## config.mk

```make
export PLATFORM = sky130hd
export DESIGN_NAME = pipeline_controller_flat
export DESIGN_NICKNAME = d
export VERILOG_FILES = /design/src/rtl/pipeline_controller_pkg.sv /design/src/rtl/pipeline_controller_if.sv /design/src/rtl/pipeline_controller_forward_unit.sv /design/src/rtl/pipeline_controller.sv /design/src/flat_wrapper.sv
export SDC_FILE = /design/constraint.sdc
export NUM_CORES = 1
export LEC_CHECK = 0
export BUFFER_PORTS_ARGS = -buffer_cell sky130_fd_sc_hd__clkbuf_2
export CAP_MARGIN = 10
export CORE_MARGIN = 4
export CORE_UTILIZATION = 45
export DETAILED_ROUTE_END_ITERATION = 8
export PLACE_DENSITY_LB_ADDON = 0.15
export SLEW_MARGIN = 20
export SYNTH_ARGS = -nofsm -noshare
export SYNTH_HDL_FRONTEND = slang
export SYNTH_SLANG_ARGS = --single-unit
```

## constraint.sdc

```tcl
create_clock -name clk_i -period 3.45 [get_ports clk_i]
set_input_delay 0.345 -clock clk_i [delete_from_list [all_inputs] [get_ports clk_i]]
set_output_delay 0.345 -clock clk_i [all_outputs]
set_load 0.02 [all_outputs]
```

## src/rtl/pipeline_controller_pkg.sv

```systemverilog
// Shared pipeline-control types: operand forwarding select and controller states.
// Pure type/function package, no timing.
// No flow control of its own.
package pipeline_control_pkg;

   localparam int REG_ADDR_W = 5;

   typedef logic [REG_ADDR_W-1:0] reg_addr_t;

   // Operand source for the execute-stage operand muxes.
   typedef enum logic [1:0] {
      FWD_NONE = 2'd0,
      FWD_EX   = 2'd1,
      FWD_MEM  = 2'd2
   } forward_sel_e;

   typedef enum logic {
      RUN     = 1'b0,
      MC_WAIT = 1'b1
   } ctrl_state_e;

   // A producer hits a consumer when it writes a non-zero rd that the
   // consumer actually reads; x0 is hardwired and never forwarded.
   function automatic logic reg_hit(input logic      uses,
                                    input reg_addr_t rs,
                                    input logic      wr,
                                    input reg_addr_t rd);
      return uses && wr && (rd != '0) && (rd == rs);
   endfunction

endpackage

```

## src/rtl/pipeline_controller_if.sv

```systemverilog
// Hazard-control bundle between the pipeline datapath and its controller.
// Wires only, no latency.
// No flow control; stall/flush outputs are the pipeline's backpressure.
interface pipeline_controller_if;
   import pipeline_control_pkg::*;

   reg_addr_t    id_rs1_i;
   reg_addr_t    id_rs2_i;
   logic         id_uses_rs1_i;
   logic         id_uses_rs2_i;
   reg_addr_t    ex_rd_i;
   logic         ex_reg_write_i;
   logic         ex_is_load_i;
   reg_addr_t    mem_rd_i;
   logic         mem_reg_write_i;
   logic         ex_jump_i;
   logic         ex_mc_start_i;
   logic         mc_done_i;

   logic         fetch_stall_o;
   logic         decode_stall_o;
   logic         execute_stall_o;
   logic         decode_flush_o;
   logic         execute_flush_o;
   forward_sel_e rs1_forward_o;
   forward_sel_e rs2_forward_o;
   logic [31:0]  stall_count_o;
   logic         mc_timeout_o;

   // Datapath side: supplies stage info, consumes control.
   modport master (
      output id_rs1_i, id_rs2_i, id_uses_rs1_i, id_uses_rs2_i,
             ex_rd_i, ex_reg_write_i, ex_is_load_i,
             mem_rd_i, mem_reg_write_i, ex_jump_i, ex_mc_start_i, mc_done_i,
      input  fetch_stall_o, decode_stall_o, execute_stall_o,
             decode_flush_o, execute_flush_o,
             rs1_forward_o, rs2_forward_o, stall_count_o, mc_timeout_o
   );

   // Controller side.
   modport slave (
      input  id_rs1_i, id_rs2_i, id_uses_rs1_i, id_uses_rs2_i,
             ex_rd_i, ex_reg_write_i, ex_is_load_i,
             mem_rd_i, mem_reg_write_i, ex_jump_i, ex_mc_start_i, mc_done_i,
      output fetch_stall_o, decode_stall_o, execute_stall_o,
             decode_flush_o, execute_flush_o,
             rs1_forward_o, rs2_forward_o, stall_count_o, mc_timeout_o
   );

endinterface

```

## src/rtl/pipeline_controller_forward_unit.sv

```systemverilog
// Forwarding select for one decode-stage source operand.
// Purely combinational, zero latency.
// No flow control.
module forward_unit
   import pipeline_control_pkg::*;
(
   input  logic         id_uses_i,
   input  reg_addr_t    id_rs_i,
   input  reg_addr_t    ex_rd_i,
   input  logic         ex_reg_write_i,
   input  logic         ex_is_load_i,
   input  reg_addr_t    mem_rd_i,
   input  logic         mem_reg_write_i,
   output forward_sel_e fwd_sel_o
);

   // Youngest producer wins; a load in EX has no data yet, so it falls
   // through to the MEM check (the load-use stall covers that case).
   always_comb begin
      fwd_sel_o = FWD_NONE;
      if (reg_hit(id_uses_i, id_rs_i, ex_reg_write_i, ex_rd_i) && !ex_is_load_i) begin
         fwd_sel_o = FWD_EX;
      end else if (reg_hit(id_uses_i, id_rs_i, mem_reg_write_i, mem_rd_i)) begin
         fwd_sel_o = FWD_MEM;
      end
   end

endmodule

```

## src/rtl/pipeline_controller.sv

```systemverilog
// Pipeline hazard controller: forwarding, load-use stall, jump flush, multi-cycle wait.
// Stall/flush/forward are combinational (same cycle); counters update at the next edge.
// Holds fetch/decode/execute while a multi-cycle op runs, bounded by MC_TIMEOUT cycles.
module pipeline_controller
   import pipeline_control_pkg::*;
#(
   parameter int MC_TIMEOUT = 64
) (
   input  logic                  clk_i,
   input  logic                  rst_i,
   pipeline_controller_if.slave  bus
);

   localparam int CNT_W = $clog2(MC_TIMEOUT + 1);

   ctrl_state_e      state_q, state_d;
   logic [CNT_W-1:0] wait_cnt_q, wait_cnt_d;
   logic             timeout_q, timeout_d;
   logic [31:0]      stall_cnt_q, stall_cnt_d;

   logic fetch_stall, decode_stall, execute_stall;
   logic decode_flush, execute_flush;
   logic load_use;

   forward_unit u_fwd_rs1 (
      .id_uses_i       (bus.id_uses_rs1_i),
      .id_rs_i         (bus.id_rs1_i),
      .ex_rd_i         (bus.ex_rd_i),
      .ex_reg_write_i  (bus.ex_reg_write_i),
      .ex_is_load_i    (bus.ex_is_load_i),
      .mem_rd_i        (bus.mem_rd_i),
      .mem_reg_write_i (bus.mem_reg_write_i),
      .fwd_sel_o       (bus.rs1_forward_o)
   );

   forward_unit u_fwd_rs2 (
      .id_uses_i       (bus.id_uses_rs2_i),
      .id_rs_i         (bus.id_rs2_i),
      .ex_rd_i         (bus.ex_rd_i),
      .ex_reg_write_i  (bus.ex_reg_write_i),
      .ex_is_load_i    (bus.ex_is_load_i),
      .mem_rd_i        (bus.mem_rd_i),
      .mem_reg_write_i (bus.mem_reg_write_i),
      .fwd_sel_o       (bus.rs2_forward_o)
   );

   assign load_use = bus.ex_is_load_i &&
                     (reg_hit(bus.id_uses_rs1_i, bus.id_rs1_i, bus.ex_reg_write_i, bus.ex_rd_i) ||
                      reg_hit(bus.id_uses_rs2_i, bus.id_rs2_i, bus.ex_reg_write_i, bus.ex_rd_i));

   // Next state and stall/flush decode; jump beats multi-cycle start beats load-use.
   always_comb begin
      state_d       = state_q;
      wait_cnt_d    = wait_cnt_q;
      timeout_d     = timeout_q;
      fetch_stall   = 1'b0;
      decode_stall  = 1'b0;
      execute_stall = 1'b0;
      decode_flush  = 1'b0;
      execute_flush = 1'b0;
      unique case (state_q)
         RUN: begin
            if (bus.ex_jump_i) begin
               decode_flush  = 1'b1;
               execute_flush = 1'b1;
            end else if (bus.ex_mc_start_i) begin
               fetch_stall   = 1'b1;
               decode_stall  = 1'b1;
               execute_stall = 1'b1;
               wait_cnt_d    = '0;
               state_d       = MC_WAIT;
            end else if (load_use) begin
               fetch_stall   = 1'b1;
               decode_stall  = 1'b1;
               execute_flush = 1'b1;
            end
         end
         MC_WAIT: begin
            if (bus.mc_done_i) begin
               state_d = RUN;
            end else begin
               fetch_stall   = 1'b1;
               decode_stall  = 1'b1;
               execute_stall = 1'b1;
               wait_cnt_d    = wait_cnt_q + CNT_W'(1);
               if (wait_cnt_q == CNT_W'(MC_TIMEOUT - 1)) begin
                  timeout_d = 1'b1;
                  state_d   = RUN;
               end
            end
         end
         default: state_d = RUN;
      endcase
      if (rst_i) begin
         fetch_stall   = 1'b0;
         decode_stall  = 1'b0;
         execute_stall = 1'b0;
         decode_flush  = 1'b0;
         execute_flush = 1'b0;
      end
   end

   // Saturating count of decode-stall cycles.
   always_comb begin
      stall_cnt_d = stall_cnt_q;
      if (decode_stall && (stall_cnt_q != 32'hFFFF_FFFF)) begin
         stall_cnt_d = stall_cnt_q + 32'd1;
      end
   end

   // State, wait counter, sticky timeout and stall counter registers.
   always_ff @(posedge clk_i) begin
      if (rst_i) begin
         state_q     <= RUN;
         wait_cnt_q  <= '0;
         timeout_q   <= 1'b0;
         stall_cnt_q <= '0;
      end else begin
         state_q     <= state_d;
         wait_cnt_q  <= wait_cnt_d;
         timeout_q   <= timeout_d;
         stall_cnt_q <= stall_cnt_d;
      end
   end

   assign bus.fetch_stall_o   = fetch_stall;
   assign bus.decode_stall_o  = decode_stall;
   assign bus.execute_stall_o = execute_stall;
   assign bus.decode_flush_o  = decode_flush;
   assign bus.execute_flush_o = execute_flush;
   assign bus.stall_count_o   = stall_cnt_q;
   assign bus.mc_timeout_o    = timeout_q;

endmodule

```

## src/flat_wrapper.sv

```systemverilog
// flat-port wrapper written by rule: the top's interface ports become plain ports
module pipeline_controller_flat import pipeline_control_pkg::*;
#(
   parameter int MC_TIMEOUT = 64
)
  (clk_i, rst_i, bus_id_rs1_i, bus_id_rs2_i, bus_id_uses_rs1_i, bus_id_uses_rs2_i, bus_ex_rd_i, bus_ex_reg_write_i, bus_ex_is_load_i, bus_mem_rd_i, bus_mem_reg_write_i, bus_ex_jump_i, bus_ex_mc_start_i, bus_mc_done_i, bus_fetch_stall_o, bus_decode_stall_o, bus_execute_stall_o, bus_decode_flush_o, bus_execute_flush_o, bus_rs1_forward_o, bus_rs2_forward_o, bus_stall_count_o, bus_mc_timeout_o);
  pipeline_controller_if bus_i ();
  input  logic clk_i;
  input  logic rst_i;
  input wire logic [$bits(bus_i.id_rs1_i)-1:0] bus_id_rs1_i;
  input wire logic [$bits(bus_i.id_rs2_i)-1:0] bus_id_rs2_i;
  input wire logic [$bits(bus_i.id_uses_rs1_i)-1:0] bus_id_uses_rs1_i;
  input wire logic [$bits(bus_i.id_uses_rs2_i)-1:0] bus_id_uses_rs2_i;
  input wire logic [$bits(bus_i.ex_rd_i)-1:0] bus_ex_rd_i;
  input wire logic [$bits(bus_i.ex_reg_write_i)-1:0] bus_ex_reg_write_i;
  input wire logic [$bits(bus_i.ex_is_load_i)-1:0] bus_ex_is_load_i;
  input wire logic [$bits(bus_i.mem_rd_i)-1:0] bus_mem_rd_i;
  input wire logic [$bits(bus_i.mem_reg_write_i)-1:0] bus_mem_reg_write_i;
  input wire logic [$bits(bus_i.ex_jump_i)-1:0] bus_ex_jump_i;
  input wire logic [$bits(bus_i.ex_mc_start_i)-1:0] bus_ex_mc_start_i;
  input wire logic [$bits(bus_i.mc_done_i)-1:0] bus_mc_done_i;
  output wire logic [$bits(bus_i.fetch_stall_o)-1:0] bus_fetch_stall_o;
  output wire logic [$bits(bus_i.decode_stall_o)-1:0] bus_decode_stall_o;
  output wire logic [$bits(bus_i.execute_stall_o)-1:0] bus_execute_stall_o;
  output wire logic [$bits(bus_i.decode_flush_o)-1:0] bus_decode_flush_o;
  output wire logic [$bits(bus_i.execute_flush_o)-1:0] bus_execute_flush_o;
  output wire logic [$bits(bus_i.rs1_forward_o)-1:0] bus_rs1_forward_o;
  output wire logic [$bits(bus_i.rs2_forward_o)-1:0] bus_rs2_forward_o;
  output wire logic [$bits(bus_i.stall_count_o)-1:0] bus_stall_count_o;
  output wire logic [$bits(bus_i.mc_timeout_o)-1:0] bus_mc_timeout_o;
  assign bus_i.id_rs1_i = bus_id_rs1_i;
  assign bus_i.id_rs2_i = bus_id_rs2_i;
  assign bus_i.id_uses_rs1_i = bus_id_uses_rs1_i;
  assign bus_i.id_uses_rs2_i = bus_id_uses_rs2_i;
  assign bus_i.ex_rd_i = bus_ex_rd_i;
  assign bus_i.ex_reg_write_i = bus_ex_reg_write_i;
  assign bus_i.ex_is_load_i = bus_ex_is_load_i;
  assign bus_i.mem_rd_i = bus_mem_rd_i;
  assign bus_i.mem_reg_write_i = bus_mem_reg_write_i;
  assign bus_i.ex_jump_i = bus_ex_jump_i;
  assign bus_i.ex_mc_start_i = bus_ex_mc_start_i;
  assign bus_i.mc_done_i = bus_mc_done_i;
  assign bus_fetch_stall_o = bus_i.fetch_stall_o;
  assign bus_decode_stall_o = bus_i.decode_stall_o;
  assign bus_execute_stall_o = bus_i.execute_stall_o;
  assign bus_decode_flush_o = bus_i.decode_flush_o;
  assign bus_execute_flush_o = bus_i.execute_flush_o;
  assign bus_rs1_forward_o = bus_i.rs1_forward_o;
  assign bus_rs2_forward_o = bus_i.rs2_forward_o;
  assign bus_stall_count_o = bus_i.stall_count_o;
  assign bus_mc_timeout_o = bus_i.mc_timeout_o;
  pipeline_controller #(.MC_TIMEOUT(MC_TIMEOUT)) u_core (.clk_i(clk_i), .rst_i(rst_i), .bus(bus_i));
endmodule
```

Word level (Yosys, flattened, before mapping)
Cells that the tools add are included.
Storage, ports and cells
  input bits: 30
  flip-flop bits (word level): 41
Cells by class
  add/sub/neg operators: 2
  bitwise logic cells: 2
  reduce and logical (&&, ||, !) cells: 22
  mux-type cells: 28
  equality and inequality tests: 9
Operator list (number)
  32-bit by 1-bit adder with 32-bit output, second input constant: 1
  32-bit != test, second input constant: 1
  7-bit two-way mux: 3
  5-bit equality test: 4
  1-bit two-way mux: 17
  1-bit logical AND: 16
  7-bit one-hot mux with 2 select lines: 1
  5-bit nonzero test: 2
  2-bit two-way mux: 4
  7-bit by 1-bit adder with 7-bit output, second input constant: 1
  7-bit by 6-bit equality test with 1-bit output, second input constant: 1
  2-bit != test, second input constant: 3
  1-bit one-hot mux with 2 select lines: 3
  3-bit AND reduction: 2
  1-bit NOT: 2
  1-bit zero test: 1
  1-bit logical OR: 1

Longest topological paths before layout
Gate-level depths: netlist of run 1.
  depth in word-level cells: 11
  gate-level depth with buffers: 10
  depth with buffers taken out: 8

Hierarchy
A second synthesis of run 1 with hierarchy kept.
Unflattened totals
  cell total of the unflattened synthesis: 318
  area total of the unflattened synthesis: 2591.2 µm²
By module, submodules not included
  pipeline_controller: cells an instance 278, instances 1, area an instance 2270.9 µm², seq. area each 820.8 µm²
  forward_unit: cells an instance 20, instances 2, area an instance 160.2 µm², seq. area each 0.0 µm²

Least setup slack after synthesis of run 1
Ideal clock, no wire load.
  path kind: input port to output port
  start: input port bus_ex_rd_i[1]
  end: output port bus_fetch_stall_o
  setup slack: 1.045 ns
  arrival time: 2.060 ns
  stages: 7
  cell sequence: or4_1 > o211ai_1 > or3_1 > o21bai_1 > clkbuf_1 > nand2_1 > buf_4
Between the ends
  cells in the longest elaborated chain, start to end: 10
  elaborated cells on any way between the ends: 14
  classes of those cells: eq/ne (2); mux (5); reduce/logical (7)
Ends and longest elaborated chain
  from (decl): line flat_wrapper.sv:14  | input wire logic [$bits(bus_i.ex_rd_i)-1:0] bus_ex_rd_i;
  5-bit nonzero test: line pipeline_controller_pkg.sv:28  | return uses && wr && (rd != '0) && (rd == rs);
  1-bit logical AND (2 in series): line pipeline_controller_pkg.sv:28
  1-bit logical OR (*): line pipeline_controller.sv:48  | (reg_hit(bus.id_uses_rs1_i, bus.id_rs1_i, bus.ex_reg_write_i, bus.ex_rd_i) ||
  1-bit logical AND (*): line pipeline_controller.sv:47  | assign load_use = bus.ex_is_load_i &&
  1-bit two-way mux (*) (3 in series)
  1-bit one-hot mux with 2 select lines (*)
  1-bit two-way mux (*)
  to (decl): line flat_wrapper.sv:22  | output wire logic [$bits(bus_i.fetch_stall_o)-1:0] bus_fetch_stall_o;
Mark *: on every way between the ends. The rest lies on a longest branch, timed or not.

Worst setup path in the final report of run 1
  start: register u_core.stall_cnt_q[6], in the netlist u_core.bus.stall_count_o[6]
  end: register u_core.stall_cnt_q[24], in the netlist u_core.bus.stall_count_o[24]
Between the ends
  cells in the longest elaborated chain, start to end: 2
  elaborated cells on any way between the ends: 3
  classes of those cells: add/sub (1); eq/ne (1); reduce/logical (1)
Ends and longest elaborated chain
  from (decl): line pipeline_controller.sv:19  | logic [31:0] stall_cnt_q, stall_cnt_d;
  from (signal assigned): line pipeline_controller.sv:122  | stall_cnt_q <= stall_cnt_d;
  parallel branches: the longest is 2 deep, another holds 32-bit by 1-bit adder with 32-bit output
Several ways; the timed one is not identified.
A chain may end at the register's enable or synchronous reset.

==> out/summary.txt, run 1 <==
power per unit of standard cell area: 310 nW/um^2
synthesized-area fraction occupied by ao, oa, aoi and oai cells: 0.108
worst path required time: 3.62 ns
final weighted congestion in routability-driven placement: 0.810
Worst Max-Slew Pin Slew: 0.985 ns
EDFF count, synth: 0
unrepaired setup endpoints after global routing: no
highest clock frequency the design can meet: 381 MHz
global route overflow: 0
standby leakage power: 0.00110 uW
post-CTS clock slew at the launch and capture registers of the worst setup and hold paths: 0.08 ns
post-synth design cell area: 2380 sq um
layout net count: 389
post-synthesis xor/xnor area fraction: 0.162
setup slack after placement: 0.841 ns
Top-Level Pins: 72
Post-Syn Area per Cell: 8.21 sq um
number of routed nets with antenna violations: 0
final number of hold-violating endpoints: 0
total number of vias: 2285
clock period minus final worst setup slack: 2.62 ns
count of mapped cells out of synthesis: 290
number of buffers on the longest clock path: 2
first-pass iteration count of the detailed router: 4
# resized after CTS: 0
CTS tree: done
Antenna diodes: 0
Area Growth Syn to Fin: 20.3%
clock latency at the later pin of the worst-skew pair: 0.29 ns
total of hold buffers inserted after clock tree synthesis: 0
clock root buffer: clkbuf_8
TritonCTS Sinks: 41
# Max-Cap Violations: 0
Core Area: 5110 sq um
final number of max-transition violations: 0
min-delay worst type: input port to flop
Synth area leader: dfxtp_1
# setup viols final: 0
arithmetic-cell share of the synthesized area counting full adders, half adders and majority gates: 0.0105
main combinational cell family by area after synthesis: simple AND/OR/NAND/NOR gates
Syn. warnings: 0
via count of the first global-routing pass: 2041
arrival time at the worst endpoint: 2.79 ns
total global routing track utilization: 0.184
number of placement rows: 26
area of the multi-input gates: 1470 sq um
cts bufs inserted: 5
area enclosed by the die boundary: 6520 sq um
DRC violations left: 0
DIE WIDTH: 80.7 um
share of synthesized cell area in and, or, nand and nor gates: 0.310
average vias per placed instance: 5.35
post-DR wirelength/cell: 13.6 um
number of distinct library cells after synthesis: 46
Max rail drop VDD: 0.162 mV
Fin Setup TNS: 0 ns
share of the cycle needed by the critical path after routing: 0.760
number of antenna violations at the first check in global routing: 0
kind of end point of the critical path: flop
share of cells above drive strength 1: 0.261
most repeated cell in the gate-level netlist after synthesis: dfxtp_1
largest fanout on the critical path: 10
result of the run: completed
starting density of the core: 0.466
HPWL after DPL: 4.47 mm
buffer count from post-CTS setup fixing: 0
Top FF cell, synth: dfxtp_1
maximum number of pins on one net before global-route repair: 27
detailed-route wire length: 5.82 mm
synthesized netlist net count: 322
share of async-settable or async-resettable flops after synthesis: 0
element type at the critical path start: flop
worst max-slew margin expressed relative to the limit: 0.342
height of the die: 80.7 um
cell types with the highest counts after synthesis: dfxtp_1 (41), nor2_1 (40), xnor2_1 (27), nand2_1 (21), xor2_1 (17)
top cell type's share of synthesized area: 0.345
worst clock skew: 0.00365 ns
post-layout worst setup margin: 0.828 ns
synthesis-stage register bit count: 41
part of the Yosys area used for sequential elements: 0.345
number of DRC markers in iteration 0: 95
portion of netlist area occupied by mux cells: 0.0279
Reg area: 821 sq um
Worst Setup Path Type: flop to flop
fill count: 499
dominant cells by area after synthesis: dfxtp_1 (34%), xnor2_1 (9.9%), nor2_1 (6.3%)
number of H-tree levels: 2
Port Buffer Count: 71
wire length of the first global-routing pass: 9.39 mm
internal reg-to-reg setup slack: 0.83 ns
## routing by layer
| layer | global-route usage | part of all wire |
|---|---|---|
| met1 | 0.240 | 0.46 |
| met2 | 0.294 | 0.46 |
| met3 | 0.0399 | 0.062 |
| met4 | 0.0777 | 0.018 |
| met5 | 0 | 0 |
## per-stage QoR
step / power, uW / utilization / area, sq um / instances / hold slack [ns]
2_1_floorplan: 544 / - / 2380 / 290 / 0.450
3_3_place_gp: 580 / 0.543 / 2770 / 420 / 0.435
3_5_place_dp: 581 / 0.543 / 2770 / 420 / 0.440
4_1_cts: 902 / 0.561 / 2860 / 427 / 0.292
5_1_grt: 931 / 0.561 / 2860 / 427 / 0.319
6_report: 889 / 0.561 / 2860 / 427 / 0.305
## power breakdown
group          total, uW  internal, uW  switching [uW]  leakage [uW]
logic               93.6          37.7            55.9      0.000726
registers            476           474            2.19      0.000330
clock network        319           158             161     0.0000433
total                889           670             219       0.00110
## registers in the layout, summed over array words and instances, names as in the netlist
| signal | cells |
|---|---|
| u_core.bus.stall_count_o | 32 |
| u_core.wait_cnt_q | 7 |
| u_core.bus.mc_timeout_o | 1 |
| u_core.state_q | 1 |
## worst paths after layout
path                                    start                           end  cells after the start
hold / removal              bus_ex_mc_start_i                u_core.state_q                      3
hold reg to reg       u_core.bus.mc_timeout_o       u_core.bus.mc_timeout_o                      2
setup / recovery  u_core.bus.stall_count_o[6]  u_core.bus.stall_count_o[24]                      8
setup reg to reg  u_core.bus.stall_count_o[6]  u_core.bus.stall_count_o[24]                      8
## cell usage in the layout, fill, tap and decap left out, types with 4 or more instances in the layout
master     instances
nor3_1             6
clkbuf_2          71
or3_1              4
o31ai_1            4
mux2_2             5
nand3_1           14
nor4_1            11
inv_1              4
a211oi_1           7
a21oi_1           10
nor2b_1            5
dfxtp_1           41
a2111oi_0          5
nor2_1            40
and3_1             6
clkbuf_8           6
xnor2_1           27
nand2_1           21
o21ai_0            5
nand4_1            8
xor2_1            17
nor3b_1            4
or4_1              5
## area by class of cell
type / count / area share
clock buffers: 6 / 0.0288
multi-input cells: 231 / 0.514
inverters: 4 / 0.00524
well taps: 70 / 0.0306
flip-flops and latches: 41 / 0.287
repair buffers: 74 / 0.132
clock inverters: 1 / 0.00262
## critical path, stage by stage (launching register included)
cell       delay, ns
dfxtp_1         0.42
nand4_1         0.18
nor4_1          0.69
nand4_1         0.22
o211ai_1        0.40
buf_4           0.24
a2111oi_0       0.09
xnor2_1         0.20
nor2_1          0.05
## cell families after synthesis
family,after synthesis
AOI/OAI and AO/OA,38
xor gates and xnor gates,44
adders and majority gates,2
buffers and inverters,18
DFF,41
muxes,6
and+or+nand+nor,141
(Power assumes the default switching activity.)
==> inputs of run 2 (changes only) <==
- clock period: 3.45 -> 2.7 ns (I/O delays scaled with it)
==> run 2 against run 1 <==
Against the previous run: non-clock buffer count rose by 7; register-to-register slack got worse by 0.58 ns; first-iteration DRC count rose by 27%; sequential cell count did not move; global-route usage rose by 0.28 points; fmax rose by 6.8%; clock skew rose by 0.0012 ns; cell count rose by 1.9%; sequential power rose by 28%; critical path depth did not move; critical path type unchanged.
==> out/summary.txt, run 2 (synthesized netlist as in run 1, its figures left out) <==
result of the run: completed
largest fanout on the critical path: 6 (-4)
Max rail drop VDD: 0.260 mV (+61%)
highest clock frequency the design can meet: 407 MHz (+6.8%)
clock period minus final worst setup slack: 2.46 ns (-0.166 ns)
clock root buffer: clkbuf_8
Top Family by Delay on Critical Path: simple AND/OR/NAND/NOR gates
cts bufs inserted: 5 (unchanged)
Buf/Inv on CP: 1 (unchanged)
# Max-Cap Violations: 0 (unchanged)
clock latency at the later pin of the worst-skew pair: 0.29 ns (about the same)
most common library cell in the layout ignoring fill and taps: clkbuf_2
wire length of the first global-routing pass: 9.68 mm (+3.1%)
number of buffers on the longest clock path: 2 (unchanged)
final weighted congestion in routability-driven placement: 0.840 (+3.7%)
final number of max-transition violations: 0 (unchanged)
average vias per placed instance: 5.26 (-1.6%)
HPWL after DPL: 4.41 mm (-1.3%)
Worst Max-Slew Pin Slew: 0.838 ns (-0.147 ns)
post-CTS clock slew at the launch and capture registers of the worst setup and hold paths: 0.08 ns (about the same)
height of the die: 80.7 um (unchanged)
DRC violations left: 0 (unchanged)
TritonCTS Sinks: 41 (unchanged)
Top-Level Pins: 72 (unchanged)
Reg area: 821 sq um (unchanged)
detailed-route wire length: 5.75 mm (-1.1%)
share of cells above drive strength 1: 0.277 (+0.0162)
number of antenna violations at the first check in global routing: 0 (unchanged)
DIE WIDTH: 80.7 um (unchanged)
number of DRC markers in iteration 0: 121 (+27%)
power per unit of standard cell area: 387 nW/um^2 (+25%)
flip-flop count of the largest register after layout: 32 (unchanged)
total of hold buffers inserted after clock tree synthesis: 0 (unchanged)
CTS tree: done
hold slack: 0.229 ns (-0.0756 ns)
sequential power share: 0.540 (+0.004)
via count of the first global-routing pass: 2149 (+5.3%)
total global routing track utilization: 0.187 (+0.00276)
global route overflow: 0 (unchanged)
number of placement rows: 26 (unchanged)
area of the multi-input gates: 1470 sq um (about the same)
most used cells in the layout excluding fill and tap cells: clkbuf_2 (71), dfxtp_1 (41), nor2_1 (40), xnor2_1 (27), nand2_1 (21)
share of the cycle needed by the critical path after routing: 0.910 (+0.150)
total number of vias: 2290 (+0.22%)
element type at the critical path start: flop
length in cells of the worst reg-to-reg path: 8 (unchanged)
Reg-to-Reg End: u_core.bus.stall_count_o[11]
relative contribution of combinational cells to total power: 0.109 (+0.004)
biggest cell delay along the critical path: 0.46 ns (-0.23 ns)
layout net count: 396 (+1.8%)
starting density of the core: 0.466 (unchanged)
number of H-tree levels: 2 (unchanged)
Worst Setup Path Type: flop to flop
Worst Hold Endpoint: u_core.state_q
unrepaired setup endpoints after global routing: no
maximum number of pins on one net before global-route repair: 45 (+67%)
worst max-slew margin expressed relative to the limit: 0.440 (+0.0985)
arrival time at the worst endpoint: 2.68 ns (-0.11 ns)
min-delay src: bus_ex_mc_start_i
final number of hold-violating endpoints: 0 (unchanged)
min-delay worst type: input port to flop
clock group share of total power: 0.351 (-0.008)
critical path's slowest cell: or4_1
switching share of total power: 0.259 (+0.0133)
kind of end point of the critical path: flop
Pint: 835 uW (+25%)
Core Area: 5110 sq um (unchanged)
post-DR wirelength/cell: 13.2 um (-2.9%)
Antenna diodes: 0 (unchanged)
Fin Setup TNS: 0 ns (unchanged)
Area Growth Syn to Fin: 22.4%
first-pass iteration count of the detailed router: 4 (unchanged)
# setup viols final: 0 (unchanged)
Cells on Worst Hold Path: 3 (unchanged)
crit-path cells: and2b_4 -> nor2_1 -> or3_1 -> a32o_1 -> or2_1 -> buf_4 -> or4_1 -> a21oi_1
standby leakage power: 0.00113 uW (+3.1%)
switching pwr: 292 uW (+34%)
worst clock skew: 0.00484 ns (+0.00119 ns)
fill count: 519 (+4.0%)
area enclosed by the die boundary: 6520 sq um (unchanged)
number of routed nets with antenna violations: 0 (unchanged)
worst reg2reg startpoint: u_core.state_q
internal reg-to-reg setup slack: 0.24 ns (-0.58 ns)
worst path required time: 2.92 ns (-0.70 ns)
Port Buffer Count: 71 (unchanged)
run 2: cell count changes in the layout (fill, tap and decap cells not counted), sizes merged:
cell,previous run,this run
buf,3,10
clkbuf,77,76
clkinv,0,2
run 2: worst max path at each step:
stage | from | to | slack, ns | cells past startpoint
global placement | bus_mc_done_i | u_core.bus.stall_count_o[11] | 0.25 | 9
finish | u_core.state_q | u_core.bus.stall_count_o[11] | 0.24 | 8
detailed placement | bus_mc_done_i | u_core.bus.stall_count_o[11] | 0.24 | 9
global route | u_core.state_q | u_core.bus.stall_count_o[11] | 0.06 | 8
CTS | u_core.state_q | u_core.bus.stall_count_o[11] | 0.22 | 8
floorplan | u_core.state_q | u_core.bus.stall_count_o[17] | 0.35 | 9
run 2: routing by layer:
metal / track usage / part of all wire
met5: 0 / 0
met3: 0.0377 / 0.055
met4: 0.0490 / 0.0052
met1: 0.248 / 0.46
met2: 0.310 / 0.48
run 2: final cells by class:
class / count / area share
inverter: 4 / 0.00515
sequential: 41 / 0.282
multi-input combinational: 231 / 0.506
clock inverter: 3 / 0.00601
clock buffer: 5 / 0.0236
timing repair buffer: 81 / 0.148
tap: 70 / 0.0301
run 2: worst min-delay path, cell delays in order:
cell	delay, ns
clkbuf_2	0.10
nand2_1	0.05
a21oi_1	0.05
run 2: power groups by stage:
| stage | Clock [uW] | Combinational [uW] | Sequential [uW] |
|---|---|---|---|
| 2_1_floorplan | 0 | 72.3 | 623 |
| 3_5_place_dp | 0 | 123 | 623 |
| 3_3_place_gp | 0 | 122 | 623 |
| 4_1_cts | 406 | 123 | 609 |
| 5_1_grt | 433 | 137 | 609 |
| 6_report | 396 | 123 | 609 |
run 2: through the flow:
| step | utilization | std cells | worst slack, ns | total power [uW] | area, sq um |
|---|---|---|---|---|---|
| 6_report | 0.571 | 435 | 0.244 | 1130 | 2910 |
| 5_1_grt | 0.571 | 435 | 0.0571 | 1180 | 2910 |
| 4_1_cts | 0.570 | 435 | 0.221 | 1140 | 2910 |
| 3_5_place_dp | 0.553 | 427 | 0.240 | 746 | 2830 |
| 3_3_place_gp | 0.553 | 427 | 0.253 | 745 | 2830 |
| 2_1_floorplan | - | 290 | 0.350 | 696 | 2380 |
run 2: timing repair:
| item | 4_1_cts | 5_1_grt |
|---|---|---|
| setup buffers | 0 | 0 |
| setup endpoints to repair | 0 | 1 |
| resized for setup | 0 | 1 |
==> inputs of run 3 (changes only) <==
- CAP_MARGIN: 10 -> 0
- GPL_TIMING_DRIVEN: default -> 0
- PLACE_DENSITY: default -> 0.7
- PLACE_DENSITY_LB_ADDON: 0.15 -> default
==> run 3 against run 2 <==
Against the previous run: first-iteration DRC count is 19% lower; worst hold slack worse by 0.0016 ns; total power is 12% higher; clock-buffer cell count up 1; combinational power grew 7%; via count is 1.7% higher; clock power up 31%; setup slack lost 0.097 ns; sequential cell count unchanged; fmax is 3.8% lower; sequential power about the same; cell area grew 2.8%; critical path type unchanged; largest cell class unchanged; highest routed layer unchanged.
==> out/summary.txt, run 3 (synthesized netlist as in run 1, its figures left out) <==
post-CTS clock slew at the launch and capture registers of the worst setup and hold paths: 0.09 ns (about the same)
met1 layer wirelength in the final routing: 2.82 mm (+5.7%)
arrival time at the worst endpoint: 2.75 ns (+0.07 ns)
# setup viols final: 0 (unchanged)
final number of max-transition violations: 0 (unchanged)
Area Growth Syn to Fin: 25.9%
internal reg-to-reg setup slack: 0.15 ns (-0.10 ns)
global route overflow: 0 (unchanged)
number of H-tree levels: 2 (unchanged)
starting density of the core: 0.466 (unchanged)
layout net count: 402 (+1.5%)
length in cells of the worst reg-to-reg path: 10 (+2)
height of the die: 80.7 um (unchanged)
hold slack: 0.228 ns (-0.00158 ns)
detailed-route wire length: 6.24 mm (+8.5%)
element type at the critical path start: flop
clock root buffer: clkbuf_8
final instance area: 3000 sq um (+2.8%)
total global routing track utilization: 0.202 (+0.0151)
highest clock frequency the design can meet: 392 MHz (-3.8%)
clock latency at the later pin of the worst-skew pair: 0.30 ns (about the same)
worst path required time: 2.89 ns (-0.03 ns)
post-route total power: 1260 uW (+12%)
DR top layer: met4
met3 routed wirelength: 265 um (-16%)
Worst Hold Endpoint: u_core.state_q
DRC violations left: 0 (unchanged)
kind of end point of the critical path: flop
Worst Max-Slew Pin Slew: 0.556 ns (-0.282 ns)
HPWL after DPL: 4.80 mm (+8.8%)
Core Area: 5110 sq um (unchanged)
DIE WIDTH: 80.7 um (unchanged)
worst clock skew: 0.0114 ns (+0.00655 ns)
via count of the first global-routing pass: 2260 (+5.2%)
standby leakage power: 0.00117 uW (+3.3%)
first-pass iteration count of the detailed router: 4 (unchanged)
final weighted congestion in routability-driven placement: 0.900 (+7.1%)
TritonCTS Sinks: 41 (unchanged)
Top-Level Pins: 72 (unchanged)
# Max-Cap Violations: 0 (unchanged)
flip-flop count of the largest register after layout: 32 (unchanged)
average vias per placed instance: 5.28 (+0.36%)
number of antenna violations at the first check in global routing: 0 (unchanged)
Port Buffer Count: 70 (-1.4%)
worst reg2reg startpoint: u_core.state_q
min-delay src: bus_ex_mc_start_i
post-DR wirelength/cell: 14.1 um (+7.0%)
number of routed nets with antenna violations: 0 (unchanged)
Fin Setup TNS: 0 ns (unchanged)
Reg-to-Reg End: u_core.bus.stall_count_o[17]
most common library cell in the layout ignoring fill and taps: clkbuf_2
power per unit of standard cell area: 420 nW/um^2 (+8.5%)
wire length of the first global-routing pass: 10.4 mm (+7.8%)
number of buffers on the longest clock path: 2 (unchanged)
Worst Setup Path Type: flop to flop
cts bufs inserted: 5 (unchanged)
most used cells in the layout excluding fill and tap cells: clkbuf_2 (74), dfxtp_1 (41), nor2_1 (39), xnor2_1 (27), nand2_1 (21)
Antenna diodes: 0 (unchanged)
clock period minus final worst setup slack: 2.55 ns (+0.0969 ns)
CTS tree: done
area enclosed by the die boundary: 6520 sq um (unchanged)
final number of hold-violating endpoints: 0 (unchanged)
Util after Layout: 0.587 (+0.0162)
total number of vias: 2330 (+1.7%)
result of the run: completed
share of the cycle needed by the critical path after routing: 0.946 (+0.0359)
worst max-slew margin expressed relative to the limit: 0.626 (+0.186)
number of placement rows: 26 (unchanged)
Cell Area, Placed: 2820 sq um (-0.27%)
share of cells above drive strength 1: 0.278 (+0.000916)
number of DRC markers in iteration 0: 98 (-19%)
maximum number of pins on one net before global-route repair: 14 (-69%)
min-delay worst type: input port to flop
largest fanout on the critical path: 10 (+4)
met2 WL: 3.10 mm (+13%)
Max rail drop VDD: 0.333 mV (+28%)
Cells on Worst Hold Path: 3 (unchanged)
-- run 3: cell count changes in the layout (fill, tap and decap cells not counted), sizes merged --
cell,delta
clkinv,-2
bufinv,+1
buf,-3
clkbuf,+10
-- run 3: per-layer routing --
layer / vias to the layer above / GRT usage
li1: 1198 / -
met1: 1072 / 0.261
met2: 54 / 0.346
met4: 0 / 0.0473
met3: 6 / 0.0421
met5: - / 0
-- run 3: layout make-up --
cell class,count,area (sq um)
buffer,14,76.3
clock buffer,6,82.6
clock inverter,2,37.5
fill,515,2110
inverter,4,15.0
multi-input combinational,231,1500
sequential,41,821
tap,70,87.6
timing repair buffer,73,373
-- run 3: through the flow --
stage,cells,setup WS (ns)
floorplan,290,0.350
global placement,430,-0.0713
detailed placement,430,-0.0220
CTS,438,0.0394
global route,441,-0.0158
finish,441,0.147
-- run 3: power by group --
part / switching (uW) / internal, uW
registers: 2.81 / 606
clock network: 217 / 301
logic: 77.1 / 53.8
-- run 3: how the worst max path moves through the flow --
stage / start / to / slack, ns / cells after the start
after floorplan: u_core.state_q / u_core.bus.stall_count_o[17] / 0.35 / 9
after global placement: u_core.bus.stall_count_o[6] / u_core.bus.stall_count_o[14] / -0.07 / 8
after detailed placement: u_core.bus.stall_count_o[6] / u_core.bus.stall_count_o[14] / -0.02 / 8
after CTS: bus_ex_rd_i[1] / bus_fetch_stall_o / 0.04 / 9
after global routing: u_core.state_q / u_core.bus.stall_count_o[31] / -0.02 / 10
final: u_core.state_q / u_core.bus.stall_count_o[17] / 0.15 / 10
-- run 3: what timing repair did --
| item | 4_1_cts | 5_1_grt |
|---|---|---|
| resized for setup | 1 | 11 |
| endpoints found under the setup margin | 10 | 22 |
| buffers inserted | 0 | 3 |
| hold endpoints to repair | 0 | 0 |
| hold buffers | 0 | 0 |
| pin swaps | 0 | 2 |
-- run 3: worst max-delay path, cell delays in order, from the launching register on --
cell,delay (ns)
dfxtp_1,0.36
nor3b_2,0.27
nor2_2,0.09
or2_0,0.20
clkbuf_2,0.18
a32o_1,0.24
buf_6,0.14
or2_1,0.21
buf_6,0.14
nor4_1,0.25
mux2_2,0.37
